**config.mk**
```make
export PLATFORM = sky130hd
export DESIGN_NAME = freq_divider_prog
export DESIGN_NICKNAME = d
export VERILOG_FILES = /design/src/rtl/freq_divider_prog.sv
export SDC_FILE = /design/constraint.sdc
export NUM_CORES = 1
export LEC_CHECK = 0
export CORE_MARGIN = 2
export CORE_UTILIZATION = 25
export CTS_CLUSTER_DIAMETER = 50
export DETAILED_ROUTE_END_ITERATION = 7
export PLACE_DENSITY = 0.38
export SKIP_LAST_GASP = 1
export SLEW_MARGIN = 20
export SYNTH_ARGS = -nofsm -noshare
export SYNTH_HDL_FRONTEND = slang
export SYNTH_SLANG_ARGS = --single-unit
```
**constraint.sdc**
```tcl
create_clock -name clk_in -period 5.1 [get_ports clk_in]
set_input_delay 1.02 -clock clk_in [delete_from_list [all_inputs] [get_ports clk_in]]
set_output_delay 1.02 -clock clk_in [all_outputs]
set_load 0.1 [all_outputs]
```
**src/rtl/freq_divider_prog.sv**
```systemverilog
// Multi-channel run-time programmable clock divider with per-channel ratio, enable and tick.
// Define FREQ_DIV_SYNC_EN to add the sync input that phase-aligns all enabled channels.
module freq_divider_prog #(
  parameter int unsigned CH          = 2,
  parameter int unsigned CNT_W       = 16,
  parameter int unsigned DIV_DEFAULT = 2
) (
  input  logic                clk_in,
  input  logic                nreset,
  input  logic [CH-1:0]       enable,
  input  logic [CH*CNT_W-1:0] div_val,
  input  logic [CH-1:0]       div_load,
  output logic [CH-1:0]       clk_out,
  output logic [CH-1:0]       tick,
  output logic [CH-1:0]       load_pending
`ifdef FREQ_DIV_SYNC_EN
  ,
  input  logic                sync
`endif
);

  localparam int unsigned MIN_DIV = 2;

  logic sync_c;

`ifdef FREQ_DIV_SYNC_EN
  assign sync_c = sync;
`else
  assign sync_c = 1'b0;
`endif

  for (genvar i = 0; i < CH; i++) begin : g_ch
    logic [CNT_W-1:0] cnt_q, cnt_d;
    logic [CNT_W-1:0] act_q, act_d;
    logic [CNT_W-1:0] pval_q, pval_d;
    logic [CNT_W-1:0] val_clamped_c;
    logic [CNT_W-1:0] high_len_c;
    logic             pend_q, pend_d;
    logic             wrap_c;
    logic             clk_d;
    logic             clk_q, tick_q;

    // Next-state: park when disabled, wrap at terminal count (or on sync), else count up
    always_comb begin
      cnt_d  = cnt_q;
      act_d  = act_q;
      pval_d = pval_q;
      pend_d = pend_q;

      val_clamped_c = div_val[i*CNT_W +: CNT_W];
      if (val_clamped_c < CNT_W'(MIN_DIV)) val_clamped_c = CNT_W'(MIN_DIV);

      wrap_c = enable[i] & (sync_c | (cnt_q == act_q - CNT_W'(1)));

      if (!enable[i]) begin
        if (pend_q) begin
          act_d  = pval_q;
          pend_d = 1'b0;
        end
        cnt_d = act_d - CNT_W'(1);
      end else if (wrap_c) begin
        cnt_d = '0;
        if (pend_q) begin
          act_d  = pval_q;
          pend_d = 1'b0;
        end
      end else begin
        cnt_d = cnt_q + CNT_W'(1);
      end

      // A load landing on an applying edge is held for the following boundary
      if (div_load[i]) begin
        pval_d = val_clamped_c;
        pend_d = 1'b1;
      end

      // Ratio only changes when cnt_d is 0, so the current ratio gives the right threshold
      high_len_c = act_q - (act_q >> 1);
      clk_d      = enable[i] & (cnt_d < high_len_c);
    end

    always_ff @(posedge clk_in or negedge nreset) begin
      if (!nreset) begin
        cnt_q  <= CNT_W'(DIV_DEFAULT - 1);
        act_q  <= CNT_W'(DIV_DEFAULT);
        pval_q <= CNT_W'(DIV_DEFAULT);
        pend_q <= 1'b0;
        clk_q  <= 1'b0;
        tick_q <= 1'b0;
      end else begin
        cnt_q  <= cnt_d;
        act_q  <= act_d;
        pval_q <= pval_d;
        pend_q <= pend_d;
        clk_q  <= clk_d;
        tick_q <= wrap_c;
      end
    end

    assign clk_out[i]      = clk_q;
    assign tick[i]         = tick_q;
    assign load_pending[i] = pend_q;
  end

endmodule

```
# Word level (Yosys, flattened, before mapping)
# Index checks and enable logic that the tools add are counted.
[classes] addsub=8 n_mux=20 order_cmp=4 eq_ne=6 n_bitwise=4
[ops] op="16-bit two-way mux" count=14
[ops] op="16-bit by 1-bit subtractor with 16-bit output, second input constant" count=4
[ops] op="16-bit by 1-bit adder with 16-bit output, second input constant" count=2
[ops] op="16-bit == test" count=2
[ops] op="16-bit < comparator" count=2
[ops] op="16-bit by 2-bit < comparator with 1-bit output, second input constant" count=2
[ops] op="16-bit by 15-bit subtractor with 16-bit output" count=2
[ops] op="1-bit two-way mux" count=6
[ops] op="3-bit by 1-bit != test with 1-bit output, second input constant" count=2
[ops] op="1-bit AND" count=4
[ops] op="2-bit by 1-bit != test with 1-bit output, second input constant" count=2
[totals] out_inout_bits=6 wordCells=54 input_bits=38 ff_bits=102

# Longest topological paths before layout
[logic_depth] depth_word=7 mapped_depth=19 ltp_nobuf=18

# Worst setup path after synthesis
# No wires, ideal clock.
[synth_path] kind="register to register" start="register g_ch[1].pend_q" end="register g_ch[1].clk_q" t_arrival_ns=3.905 path_stages_with_launch=19 setup_ns=0.101 t_required_ns=4.999 setup_slack_ns=1.094 synth_period_minus_slack_ns=4.006 path_cell_list="dfrtp_1 clkbuf_1 clkbuf_1 buf_2 buf_1 mux2i_1 ha_1 o211ai_1 nor3b_1 xor2_1 o22ai_1 ha_1 a21o_1 a21o_1 a21o_1 a21o_1 a21oi_1 o21ai_0 nor4_1"
[synth_via] elab_chain_len=6
[synth_rtl] item="start: declaration" line="38" rtl="logic pend_q, pend_d;"
[synth_rtl] item="start signal: assignment" line="94" rtl="pend_q <= pend_d;"
[synth_rtl] item="16-bit two-way mux" line="56" rtl="if (pend_q) begin"
[synth_rtl] item="16-bit two-way mux" line="55" rtl="if (!enable[i]) begin"
[synth_rtl] item="16-bit by 1-bit subtractor with 16-bit output" line="60" rtl="cnt_d = act_d - CNT_W'(1);"
[synth_rtl] item="16-bit two-way mux" line="55"
[synth_rtl] item="via g_ch[1].cnt_d[8]" line="33" rtl="logic [CNT_W-1:0] cnt_q, cnt_d;"
[synth_rtl] item="16-bit < comparator" line="79" rtl="clk_d = enable[i] & (cnt_d < high_len_c);"
[synth_rtl] item="1-bit AND" line="79"
[synth_rtl] item="via g_ch[1].clk_d" line="40" rtl="logic clk_d;"
[synth_rtl] item="end signal: assignment" line="95" rtl="clk_q <= clk_d;"
[synth_rtl] item="end: declaration" line="41" rtl="logic clk_q, tick_q;"
# The timed path passes the listed nets, and every way through them passes these cells. The select of a mux whose other input is x is not followed.
# A chain may end at the register's enable or synchronous reset.

# Final worst setup path
[layout_path] start="register g_ch[1].act_q[2]" end="register g_ch[1].clk_q"
[layout_via] elab_chain_len=7 elab_cells_between_ends=11
[layout_rtl] item="start: declaration" line="34" rtl="logic [CNT_W-1:0] act_q, act_d;"
[layout_rtl] item="start signal: assignment" line="85" rtl="act_q <= CNT_W'(DIV_DEFAULT);"
[layout_rtl] item="start signal: assignment" line="92" rtl="act_q <= act_d;"
[layout_rtl] item="16-bit by 1-bit subtractor with 16-bit output" line="53" rtl="wrap_c = enable[i] & (sync_c | (cnt_q == act_q - CNT_W'(1)));"
[layout_rtl] item="16-bit == test" line="53"
[layout_rtl] item="1-bit AND" line="53"
[layout_rtl] item="16-bit two-way mux" line="61" rtl="end else if (wrap_c) begin"
[layout_rtl] item="16-bit two-way mux *" line="55"
[layout_rtl] item="via g_ch[1].cnt_d[9]" line="33"
[layout_rtl] item="16-bit < comparator *" line="79"
[layout_rtl] item="1-bit AND *" line="79"
[layout_rtl] item="via g_ch[1].clk_d" line="40"
# The timed path passes the listed nets; every way through them passes the cells marked *. The select of a mux whose other input is x is not followed.

==> results.py <==
metrics = {
    "clock_tree": {
        "cts_resized": 0,
        "clkLatencyLatePin_ns": 0.37,
        "ctsLongestPathBuffers": 2,
        "worst_setup_hold_path_clk_slew_ns": 0.08,
        "ctsHtreeMaxLevel": 3,
        "cts_hold_repair.buffers": 0,
        "cts_tree": "done",
        "cts-buffers-inserted": 9,
        "clock_root_buffer": "sky130_fd_sc_hd__clkbuf_16",
        "cts.repair_timing.setup_buffer_count": 0,
        "cts.sink_count": 102,
    },
    "critical_path": {
        "cp-start-kind": "flop",
        "timing.critical_path.max_delay_family": "simple AND/OR/NAND/NOR gates",
        "path_class": "reg2reg",
        "cp_slowest_cell": "sky130_fd_sc_hd__or4_1",
        "cp-end-kind": "flop",
        "cp_common_cell": "sky130_fd_sc_hd__a21o_1",
        "path_buf_inv": 1,
        "critPathArrivalTime_ns": 4.84,
        "crit_required_ns": 5.36,
        "timing.critical_path.fanout_max": 9,
        "worstPathCellList": "inv_1 > ha_1 > and4b_4 > nand3_1 > xnor2_1 > or4_4 > or4_1 > nand2_1 > a21oi_1 > ha_1 > a21o_1 > a21o_1 > a21o_1 > a21o_1 > a21oi_1 > o21ai_0 > nor4_1",
        "critPathMaxStageDelay_ns": 0.78,
    },
    "synth": {
        "ys_warn_count": 0,
        "synth.area.mux_share": 0.1037,
        "edff_count_synth": 0,
        "synthArstFlopShare": 1.000,
        "synth_compound_area_frac": 0.1315,
        "synth_fa_ha_area_frac": 0.1425,
        "largest_family_of_logic_cells_by_synthesized_area": "simple AND/OR/NAND/NOR gates",
        "post_synth_inst_count": 931,
        "synth_xor_area_frac": 0.1264,
        "post_synth_and_or_nand_nor_area_fraction": 0.1539,
        "postSynthNetCount": 1067,
        "ys_types": 70,
        "sequential_to_total_area_share_from_yosys_stat": 0.2940,
        "postSynth.topFlopCell": "sky130_fd_sc_hd__dfrtp_1",
        "syn-mean-instance-area_um2": 9.354,
        "total_of_flip_flops_plus_latches_after_synthesis": 102,
        "synth.cell_area_um2": 8708,
    },
    "sta": {
        "relSlewSlack": 0.2570,
        "layout_worst_path_cycle_share": 0.8984,
        "finalClockSkew_ns": 0.007668,
        "max_freq_mhz": 218.3,
        "rsz_0062_raised_after_global_routing": "no",
        "setup_viol": 0,
        "finalCriticalPeriod_ns": 4.582,
        "fin_tns_setup_ns": 0,
        "hold_viol_final": 0,
        "timing_worst_slew_pin_value_ns": 1.104,
        "slew_violations": 0,
    },
    "global_route": {
        "grt_start_max_net_pins": 54,
        "number_of_antenna_violations_at_the_first_check_in_global_routing": 0,
        "grt_overflow": 0,
        "globalRouteTotalUtil": 0.1433,
        "first_global_vias": 7042,
        "grt_first_pass_wirelength_um": 39620,
    },
    "hold_path": {
        "worstHoldPathType": "reg2reg",
    },
    "cells_and_area": {
        "layout.filler_cells": 3653,
        "fin_area_um2": 9958,
        "layout_common_cells": "sky130_fd_sc_hd__ha_1, sky130_fd_sc_hd__dfrtp_1, sky130_fd_sc_hd__xnor2_1",
        "final_net_count": 1106,
        "area_delta_synth_final_pct": 14.35,
        "diodes": 0,
        "drive_gt1_frac": 0.1077,
    },
    "power": {
        "power.density_nw_per_um2": 393.9,
        "irDropWorstVdd_mv": 0.1825,
        "design_power_total_mw": 3.922,
        "total_leakage_power_nw": 4.280,
    },
    "floorplan": {
        "core.rowCount": 68,
        "total_die_area_um2": 36340,
        "die_h_um": 190.6,
        "ios": 44,
        "start_util": 0.2527,
        "floorplan.die.width_um": 190.6,
        "floorplan.core_area_um2": 34460,
    },
    "flow_run": {
        "cap_viol_max_count": 0,
    },
    "routing": {
        "drt_pre_antenna_iters": 4,
        "post_drt_via_cell_ratio": 4.702,
        "dr_total_vias": 6724,
        "wire_per_inst_um": 17.48,
        "antenna_violating_nets_post_route": 0,
        "drt_iter0_markers": 267,
        "drc_errors": 0,
        "routed_wirelength_um": 24990,
    },
    "placement": {
        "post_dp_cell_area_um2": 9667,
        "portBuffers": 43,
        "place_congestion": 0.7945,
        "final_hpwl_from_detailed_placement_um": 20230,
    },
    "run_status": {
        "run_status": "finished, final reports clean",
    },
}
==> path summary, 6_finish.rpt <==
check	endpoint	from	depth (start not counted)	slack, ns
min	g_ch[1].pval_q[10]	g_ch[1].pval_q[10]	1	0.52
max in group asynchronous	g_ch[1].pval_q[1]	nreset	2	3.42
min reg2reg	g_ch[1].pval_q[10]	g_ch[1].pval_q[10]	1	0.52
max	g_ch[1].clk_q	g_ch[1].act_q[2]	17	0.52
min in group asynchronous	g_ch[1].pval_q[3]	nreset	1	0.72
max reg2reg	g_ch[1].clk_q	g_ch[1].act_q[2]	17	0.52
==> layout make-up <==
type / count / area (um^2) / area share
tap: 455 / 569.3 / 0.05717
multi-input combinational: 728 / 5731 / 0.5754
sequential: 102 / 2560 / 0.2571
clock inverter: 4 / 30.03 / 0.003015
clock buffer: 12 / 266.5 / 0.02676
timing repair buffer: 58 / 535.5 / 0.05378
inverter: 71 / 266.5 / 0.02676
==> metrics by stage <==
step	util	instances	setup WS [ns]	hold WS (ns)
detailed placement	0.2805	1414	0.4931	0.4998
CTS	0.2891	1430	0.4762	0.5181
global route	0.2890	1430	0.2230	0.5322
global placement	0.2805	1414	0.5423	0.4949
finish	0.2890	1430	0.5181	0.5159
floorplan	-	931	1.094	0.4805
==> registers in the layout (all words and copies together), names as in the netlist <==
| name | flops |
|---|---|
| g_ch.act_q | 32 |
| g_ch.clk_q | 2 |
| g_ch.tick_q | 2 |
| g_ch.cnt_q | 32 |
| g_ch.pend_q | 2 |
| g_ch.pval_q | 32 |
==> cells in the mapped netlist (6+ instances only) <==
cell type / n / area (um^2)
sky130_fd_sc_hd__a21o_1: 12 / 90.09
sky130_fd_sc_hd__a21oi_1: 37 / 185.2
sky130_fd_sc_hd__and3_1: 6 / 37.54
sky130_fd_sc_hd__buf_2: 7 / 35.03
sky130_fd_sc_hd__buf_4: 6 / 45.04
sky130_fd_sc_hd__clkbuf_1: 14 / 52.55
sky130_fd_sc_hd__dfrtp_1: 96 / 2402
sky130_fd_sc_hd__dfstp_2: 6 / 157.7
sky130_fd_sc_hd__ha_1: 96 / 1201
sky130_fd_sc_hd__inv_1: 71 / 266.5
sky130_fd_sc_hd__mux2_2: 42 / 473.0
sky130_fd_sc_hd__mux2_4: 10 / 150.1
sky130_fd_sc_hd__mux2i_1: 28 / 280.3
sky130_fd_sc_hd__nand2_1: 38 / 142.6
sky130_fd_sc_hd__nand2b_1: 12 / 75.07
sky130_fd_sc_hd__nand3_1: 31 / 155.2
sky130_fd_sc_hd__nand4_1: 20 / 125.1
sky130_fd_sc_hd__nor2_1: 62 / 232.7
sky130_fd_sc_hd__nor2b_1: 13 / 81.33
sky130_fd_sc_hd__nor3_1: 23 / 115.1
sky130_fd_sc_hd__nor3b_1: 11 / 82.58
sky130_fd_sc_hd__nor4_1: 12 / 75.07
sky130_fd_sc_hd__o211ai_1: 6 / 45.04
sky130_fd_sc_hd__o21ai_0: 32 / 160.2
sky130_fd_sc_hd__o22ai_1: 25 / 156.4
sky130_fd_sc_hd__o31ai_1: 7 / 52.55
sky130_fd_sc_hd__or3_1: 8 / 50.05
sky130_fd_sc_hd__xnor2_1: 74 / 648.1
sky130_fd_sc_hd__xor2_1: 49 / 429.2
==> report_power, final <==
group	internal, mW	total (mW)	switching, mW
clock network	0.374	0.730	0.356
registers	0.945	1.15	0.204
logic	0.914	2.04	1.13
total	2.23	3.92	1.69
==> per-layer routing <==
metal  global-route usage  routed length [um]  up-vias
met5                    0                   0        -
met2               0.2557               12440       79
met1               0.1816               11540     3232
met4              0.03488                 389        0
met3              0.01951                 624       14
li1                     -                   -     3399
==> cell families (layout without fill, tap and decap cells) <==
logic type / Yosys count / in the layout
compound gates: 170 / 170
xor+xnor: 124 / 124
fa+ha+maj: 98 / 98
buf+inv: 101 / 145
flops: 102 / 102
mux: 80 / 80
simple gates: 256 / 256
Note: power is estimated with default switching activity, not from simulation.
